**src/rtl/rt_pixel_sink.sv**
```systemverilog
// Receiving end of the rt_core pixel stream: show-ahead FIFO with stall backpressure,
// re-emitted as an AXI4-Stream master with SOF/EOF tagging and frame-length checking.
module rt_pixel_sink #(
  parameter int unsigned FP_WL           = 16,
  parameter int unsigned COORDINATE_BITS = 8,
  parameter int unsigned DEPTH           = 16,
  parameter int unsigned SKID            = 4
) (
  input  logic                       clk,
  input  logic                       reset,
  input  logic                       frame_start,
  input  logic [COORDINATE_BITS-1:0] image_width,
  input  logic [COORDINATE_BITS-1:0] image_height,
  input  logic                       in_valid,
  input  logic                       in_last,
  input  logic [FP_WL-1:0]           in_pixel,
  output logic                       stall,
  output logic                       m_tvalid,
  input  logic                       m_tready,
  output logic [FP_WL-1:0]           m_tdata,
  output logic                       m_tlast,
  output logic                       m_tuser,
  output logic                       frame_err,
  output logic                       overflow,
  output logic [15:0]                frames_done
);

  localparam int unsigned AW = $clog2(DEPTH);
  localparam int unsigned CW = AW + 1;
  localparam int unsigned PW = 2 * COORDINATE_BITS;

  typedef struct packed {
    logic             last;
    logic             sof;
    logic [FP_WL-1:0] pixel;
  } beat_t;

  beat_t          r_mem [DEPTH];
  logic [AW-1:0]  r_wr_ptr;
  logic [AW-1:0]  r_rd_ptr;
  logic [CW-1:0]  r_count;
  logic           r_stall;
  logic           r_frame_err;
  logic           r_overflow;
  logic [15:0]    r_frames_done;
  logic [PW-1:0]  r_expected;
  logic [PW-1:0]  r_pix_cnt;
  logic           r_active;
  logic           r_sof_pending;

  logic           w_pop;
  logic           w_push;
  logic [CW-1:0]  w_count_next;
  logic [PW-1:0]  w_exp_eff;
  logic [PW-1:0]  w_cnt_eff;
  logic [PW-1:0]  w_cnt_inc;
  logic           w_active_eff;
  logic           w_sof_eff;
  logic           w_len_err;
  beat_t          w_head;

  // A full FIFO still accepts a push when the head leaves in the same cycle
  assign w_pop        = m_tvalid && m_tready;
  assign w_push       = in_valid && ((r_count < CW'(DEPTH)) || w_pop);
  assign w_count_next = r_count + CW'(w_push) - CW'(w_pop);

  // frame_start coinciding with a push makes that beat the first of the new frame
  assign w_exp_eff    = frame_start ? (PW'(image_width) * PW'(image_height)) : r_expected;
  assign w_cnt_eff    = frame_start ? '0 : r_pix_cnt;
  assign w_active_eff = frame_start || r_active;
  assign w_sof_eff    = frame_start || r_sof_pending;
  assign w_cnt_inc    = w_cnt_eff + PW'(1);
  assign w_len_err    = !w_active_eff
                     || ( in_last && (w_cnt_inc != w_exp_eff))
                     || (!in_last && (w_cnt_inc == w_exp_eff));

  always_ff @(posedge clk) begin
    if (reset) begin
      for (int unsigned i = 0; i < DEPTH; i++) r_mem[i] <= '0;
      r_wr_ptr      <= '0;
      r_rd_ptr      <= '0;
      r_count       <= '0;
      r_stall       <= 1'b0;
      r_frame_err   <= 1'b0;
      r_overflow    <= 1'b0;
      r_frames_done <= '0;
      r_expected    <= '0;
      r_pix_cnt     <= '0;
      r_active      <= 1'b0;
      r_sof_pending <= 1'b0;
    end else begin
      r_count <= w_count_next;
      r_stall <= (w_count_next >= CW'(DEPTH - SKID));
      if (w_pop) r_rd_ptr <= r_rd_ptr + AW'(1);

      if (frame_start) begin
        r_expected    <= w_exp_eff;
        r_pix_cnt     <= '0;
        r_active      <= 1'b1;
        r_sof_pending <= 1'b1;
      end

      if (in_valid && !w_push) r_overflow <= 1'b1;

      if (w_push) begin
        r_mem[r_wr_ptr] <= '{last: in_last, sof: w_sof_eff, pixel: in_pixel};
        r_wr_ptr        <= r_wr_ptr + AW'(1);
        r_sof_pending   <= 1'b0;
        if (w_len_err) r_frame_err <= 1'b1;
        if (in_last) begin
          r_frames_done <= r_frames_done + 16'd1;
          r_pix_cnt     <= '0;
          r_active      <= 1'b0;
        end else begin
          r_pix_cnt     <= w_cnt_inc;
        end
      end
    end
  end

  // Show-ahead head; forced to zero while empty so idle outputs are clean
  assign w_head      = r_mem[r_rd_ptr];
  assign m_tvalid    = (r_count != '0);
  assign m_tdata     = m_tvalid ? w_head.pixel : '0;
  assign m_tlast     = m_tvalid && w_head.last;
  assign m_tuser     = m_tvalid && w_head.sof;
  assign stall       = r_stall;
  assign frame_err   = r_frame_err;
  assign overflow    = r_overflow;
  assign frames_done = r_frames_done;

endmodule

```
**config.mk**
```make
export PLATFORM = sky130hd
export DESIGN_NAME = rt_pixel_sink
export DESIGN_NICKNAME = d
export VERILOG_FILES = /design/src/rtl/rt_pixel_sink.sv
export SDC_FILE = /design/constraint.sdc
export NUM_CORES = 1
export LEC_CHECK = 0
export BUFFER_PORTS_ARGS = -buffer_cell sky130_fd_sc_hd__buf_2
export CAP_MARGIN = 15
export CORE_MARGIN = 5
export CORE_UTILIZATION = 44
export DETAILED_ROUTE_END_ITERATION = 12
export PLACE_DENSITY_LB_ADDON = 0.15
export SLEW_MARGIN = 20
export SYNTH_ARGS = -nofsm -noshare
export SYNTH_HDL_FRONTEND = slang
export SYNTH_SLANG_ARGS = --single-unit
```
**constraint.sdc**
```tcl
create_clock -name clk -period 6.9 [get_ports clk]
set_input_delay 1.035 -clock clk [delete_from_list [all_inputs] [get_ports clk]]
set_output_delay 1.035 -clock clk [all_outputs]
set_load 0.02 [all_outputs]
```
After elaboration in Yosys (flattened, before gate mapping)
Memory sizes are Yosys's and may differ from the RTL's. A register that Yosys moved wholly into a read port is not among the register bits.
Index checks and enable logic that the tools add are counted.
{"block": "totals", "mem_count": 1, "regBits": 66, "in_bits": 38, "ramBits": 288, "out_inout_bits": 38, "word_cells": 61}
{"block": "classes", "reduce_logical": 20, "n_lt_le_gt_ge": 2, "addsub": 6, "eq_ne": 2, "n_mul": 1, "n_mux": 18}
{"memory": "r_mem", "depth": 16, "word_bits": 18, "read_ports": 1, "rd_clocked_by_memory_dff": 1, "write_ports": 16, "line_no": "38", "source": "beat_t r_mem [DEPTH];"}
{"op": "2-to-1 mux 16 bit", "n": 5}
{"op": "adder 16 x 1 -> 16 bit (second input constant)", "n": 2}
{"op": "2-to-1 mux 18 bit", "n": 1}
{"op": "OR reduction 18 bit", "n": 1}
{"op": "equality test 16 bit", "n": 1}
{"op": "multiplier 8 x 8 -> 16 bit", "n": 1}
{"op": "inequality test 16 bit", "n": 1}
{"op": "2-to-1 mux 4 bit", "n": 3}
{"op": "2-to-1 mux 1 bit", "n": 9}
{"op": "adder 4 x 1 -> 4 bit (second input constant)", "n": 2}
{"op": "logical AND 1 bit", "n": 7}
{"op": "adder 5 x 1 -> 5 bit", "n": 1}
{"op": "greater-or-equal comparator 5 x 4 -> 1 bit (second input constant)", "n": 1}
{"op": "logical OR 1 bit", "n": 5}
{"op": "less-than comparator 5 bit (second input constant)", "n": 1}
{"op": "nonzero test 5 bit", "n": 1}
{"op": "subtractor 5 x 1 -> 5 bit", "n": 1}
{"op": "AND reduction 2 bit", "n": 2}
{"op": "logical NOT 1 bit", "n": 3}
{"op": "OR reduction 2 bit", "n": 1}

Depth between registers and ports, before layout
{"block": "depth", "ltp_word": 9, "ltp_mapped": 19, "depth_no_buf": 18}

Worst setup path before layout
Ideal clock, no wire load.
{"block": "synth_path", "path_type": "input port to flip-flop", "startpoint": "in image_width[0]", "endpoint": "reg r_frame_err (netlist: frame_err)", "required_ns": 6.820, "slack_ns": 1.555, "setup_time_ns": 0.080, "path_stages": 17, "n_path_buf": 0, "t_arrival_ns": 5.265, "cell_sequence": "nand2_1 fa_1 fa_1 inv_1 fa_1 inv_1 fa_1 inv_1 ha_1 a21o_1 a221oi_2 a221oi_1 a2111oi_0 xnor2_1 nand2_1 o31ai_1 nor3b_1"}
{"block": "synth_between", "elab_chain_len": 7, "word_cells_on_any_way": 9, "classes_between": "mul (1); eq/ne (2); mux (1); reduce/logical (5)"}
{"item": "start: declaration", "line_no": "12", "source": "input logic [COORDINATE_BITS-1:0] image_width,"}
{"item": "multiplier 8 x 8 -> 16 bit (*)", "line_no": "68", "source": "assign w_exp_eff = frame_start ? (PW'(image_width) * PW'(image_height)) : r_expected;"}
{"item": "2-to-1 mux 16 bit (*)", "line_no": "68"}
{"item": "inequality test 16 bit", "line_no": "74", "source": "|| ( in_last && (w_cnt_inc != w_exp_eff))"}
{"item": "logical AND 1 bit", "line_no": "74"}
{"item": "logical OR 1 bit", "line_no": "74"}
{"item": "logical OR 1 bit (*)", "line_no": "75", "source": "|| (!in_last && (w_cnt_inc == w_exp_eff));"}
{"item": "AND reduction 2 bit (no line) (*)"}
{"item": "end signal: assignment", "line_no": "84", "source": "r_frame_err <= 1'b0;"}
{"item": "end signal: assignment", "line_no": "109", "source": "if (w_len_err) r_frame_err <= 1'b1;"}
{"item": "end: declaration", "line_no": "43", "source": "logic r_frame_err;"}
Mark *: on every way between the ends. The rest lies on a longest branch, timed or not.
A chain may end at the register's enable or synchronous reset.

Final worst setup path
Ends and elaborated chain as after synthesis.

==> results.rst <==
.. list-table::
   :header-rows: 1

   * - Metric
     - Value
   * - CTS HTree Levels
     - 2
   * - Pwr Density
     - 305 mW/mm²
   * - Most frequent cell after synthesis
     - and2_1
   * - Met2 global-route usage
     - 0.324
   * - Global-route wire length before repair
     - about 72 mm
   * - Fillers
     - 3689
   * - Remaining antenna violation count after routing
     - 0
   * - Maximum number of buffers from clock root to sink
     - 3
   * - Area fraction of the dominant cell type after synthesis
     - 0.460
   * - Average cell area after synthesis
     - 12.8 µm²
   * - Class of the worst hold path
     - reg -> reg
   * - Layout overhead on the synthesized area
     - 11.2%
   * - Height of the die
     - 217 µm
   * - Reg2Reg Capture Point
     - r_mem[11][10]$_SDFFCE_PN0P_
   * - Number of gates on the worst path with buffers counted
     - 18
   * - Clock latency reported for the late side of the worst-skew pair
     - 0.54 ns
   * - Cell types with the largest area share after synthesis
     - edfxtp_1 (46%), and2_1 (11%), mux4_2 (11%)
   * - Reg2Reg Setup Slack
     - 3.32 ns
   * - Critical path origin
     - image_width[0]
   * - Chain of cells forming the critical path
     - buf_2, nand2_1, fa_1, fa_1, inv_1, fa_1, inv_1, fa_1, inv_1, ha_1, a21o_1, a221oi_2, a221oi_1, a2111oi_0, xnor2_1, nand2_1, o31ai_1, nor3b_1
   * - Cell class contributing the biggest share of worst-path delay
     - adder cells
   * - Maximum number of pins on one net before global-route repair
     - 50
   * - Final core utilization
     - 0.496
   * - Run status
     - complete, no violations
   * - Number of buffer and inverter stages on the critical path
     - 4
   * - Worst Skew
     - 0.0102 ns
   * - Pin slew with the least headroom to its limit
     - roughly 1.0 ns
   * - Gr usage total
     - 0.203
   * - Maximum fanout encountered on the critical timing path
     - 8
   * - Number of nets in the synthesized netlist
     - between 1500 and 2000
   * - Floorplan die width
     - around 220 µm
   * - Clock root cell
     - clkbuf_16
   * - Library cell appearing most often on the critical path
     - fa_1
   * - Crit path to
     - frame_err$_SDFFE_PP0P_
   * - Core Box Area
     - 0.0421 mm²
   * - Starting density of the core
     - 0.446
   * - I/O Pins
     - 76
   * - Via count of the first global-routing pass
     - 11800
   * - Share of layout cells above drive strength 1
     - 0.182
   * - Ratio of routed vias to standard cells
     - ~5.6
   * - Crit path arrival time
     - 5.87 ns
   * - Port Buffers
     - 75
   * - Req. time, crit path
     - 7.37 ns
   * - Count of hold-fix buffers inserted at cts
     - 0
   * - Reported max-cap violation count
     - 0
   * - Met1 Track Usage GR
     - 0.294
   * - Critical path type
     - in -> reg
   * - Number of gates resized after cts
     - 0
   * - Critical path startpoint category
     - input pin
   * - Number of flops mapped to enable cells by yosys
     - around 290
   * - Number of warnings reported in the yosys synthesis log
     - 0
   * - Die outline area
     - 0.0470 mm²
   * - RSZ-0062 raised after global routing
     - false
   * - Count of mapped cells out of synthesis
     - 1466
   * - Worst rel slew slack
     - 0.304
   * - Max stage delay on crit path
     - 0.56 ns
   * - Mean routed wirelength per cell
     - ~23 µm
   * - Worst hold start
     - overflow$_SDFFE_PP0P_
   * - Maximum vdd ir drop
     - 0.000206 V
   * - Met3 usage in global routing
     - 0.0388
   * - Distinct cell type count after synthesis
     - 58
   * - Busiest metal layer after global routing
     - met2
   * - Library cell occupying the most area in the post-synthesis netlist
     - edfxtp_1
   * - Startpoint of the worst-slack reg-to-reg timing path
     - r_count[4]$_SDFF_PP0_
   * - Post-synthesis sequential area ratio
     - 0.534
   * - Final weighted congestion of routability-driven global placement
     - 0.801
   * - Commonest cells in the netlist
     - and2_1 (344), edfxtp_1 (288), mux4_2 (90)
   * - Post-synthesis register bit count
     - roughly 360
   * - Post-detailed-placement half-perimeter wirelength
     - 28.9 mm
   * - Total via count in the routed design
     - 11600
   * - Clk sinks
     - 358
   * - DRC violation count after routing
     - 0
   * - Clock Pin Slew Worst Setup and Hold Paths
     - around 0.060 ns
   * - Cell area after technology mapping
     - 0.0188 mm²
   * - Congestion Overflow GR
     - 0
   * - Net count, final
     - 1639
   * - Number of antenna violations at the first check in global routing
     - 5
   * - Final setup viols
     - 0
   * - Post-CTS Repair Setup Buffers
     - 0
   * - Time the worst path needs with I/O delays and setup
     - 5.40 ns
   * - Share of synthesized registers carrying an async set or reset
     - 0
   * - Setup TNS after final layout
     - 0 ns
   * - Final Hold Violating Endpoints
     - 0
   * - Site Rows
     - 75
   * - Final Cycle Share
     - 0.783
   * - Worst path slowest cell
     - fa_1
   * - Starting DRT DRC Count
     - 921
   * - Final wirelength
     - 47.3 mm
   * - Multi-input combinational cell area
     - 0.00817 mm²
   * - Area of all sequential standard cells
     - between 0.01 and 0.015 mm²
   * - Fmax
     - 185 MHz
   * - Max-slew violations
     - 0
   * - CTS tree
     - built
   * - Length in cells of the worst reg-to-reg path
     - 5
   * - Number of optimization iterations in the first detailed-route pass
     - 5
   * - Critical Path Sink Type
     - flip-flop
   * - Most used flip-flop cell after synthesis
     - edfxtp_1
   * - Leakage component of the power
     - about 8.0 nW
   * - Number of CTS-inserted buffers
     - 40
==> registers in the layout, summed over array words and instances, names as in the netlist, 4 cells and up, named ones only <==
name         cells
r_pix_cnt       16
frames_done     16
r_rd_ptr         4
r_wr_ptr         4
r_mem          288
r_count          5
r_expected      16
==> layout make-up <==
class | count | share of cell area
Sequential cell | 358 | 0.481
Timing Repair Buffer | 97 | 0.0258
Multi-Input combinational cell | 954 | 0.391
Tap cell | 539 | 0.0322
Clock buffer | 49 | 0.0510
Inverter | 64 | 0.0115
Clock inverter | 19 | 0.00790
Antenna cell | 1 | 0.000120
==> layout by cell type (no fill, tap or decap), types with 25 or more instances in the layout <==
master / instances
ha_1: 49
a21oi_1: 36
and2_1: 344
fa_1: 37
xnor2_1: 34
buf_2: 75
dfxtp_1: 68
xor2_1: 25
clkbuf_16: 41
nand2_1: 42
inv_1: 64
mux4_2: 90
nor2_1: 78
nor3_1: 34
edfxtp_1: 288
nand3_1: 25
==> worst reg2reg max path, stage by stage, from the launching register on <==
cell and delay (ns):
dfxtp_1 0.34, nand2_1 0.06, and2_1 0.64, nand3b_1 0.52, nor2_2 0.96, or2_2 0.67
==> worst min-delay path by stage <==
stage / end / slack, ns / cells past startpoint
floorplan: r_expected[12]$_SDFFE_PP0P_ / 0.46 / 2
global placement: overflow$_SDFFE_PP0P_ / 0.45 / 2
detailed placement: overflow$_SDFFE_PP0P_ / 0.46 / 2
CTS: overflow$_SDFFE_PP0P_ / 0.47 / 2
global route: overflow$_SDFFE_PP0P_ / 0.51 / 2
finish: overflow$_SDFFE_PP0P_ / 0.48 / 2
==> per-layer routing <==
layer / part of all wire / vias to the layer above
met4: 0.015 / 2
met3: 0.060 / 52
li1: - / 5324
met1: 0.45 / 5872
met2: 0.47 / 302
met5: 0.00027 / -
==> power by group <==
| group | switching, mW | total (mW) | internal (mW) |
|---|---|---|---|
| clock network | 0.841 | 2.04 | 1.20 |
| registers | 0.123 | 2.58 | 2.46 |
| logic | 0.970 | 1.75 | 0.783 |
==> logic make-up (layout without fill, tap and decap cells) <==
| logic type | count (synthesis) | in the layout | synth area share |
|---|---|---|---|
| AND/OR/NAND/NOR | 608 | 608 | 0.184 |
| flip-flops | 358 | 358 | 0.534 |
| buffers and inverters | 154 | 229 | 0.0324 |
| multiplexers | 103 | 103 | 0.115 |
| AO/OA/AOI/OAI | 98 | 98 | 0.0346 |
| adder cells (fa/ha/maj) | 86 | 86 | 0.0720 |
| XOR/XNOR | 59 | 59 | 0.0275 |
| other | 0 | 1 | 0 |
==> per-stage QoR <==
step / power (mW) / cell area (µm²) / std cells / worst slack [ns] / hold WS, ns
floorplan: 3.88 / 18800 / 1466 / 1.56 / 0.458
global placement: 4.37 / 19700 / 2012 / 1.06 / 0.449
detailed placement: 4.39 / 19700 / 2012 / 0.937 / 0.455
CTS: 6.44 / 20900 / 2080 / 1.52 / 0.472
global route: 6.71 / 20900 / 2081 / 1.20 / 0.506
finish: 6.38 / 20900 / 2081 / 1.50 / 0.477
Power figures use the tool's default switching activity.
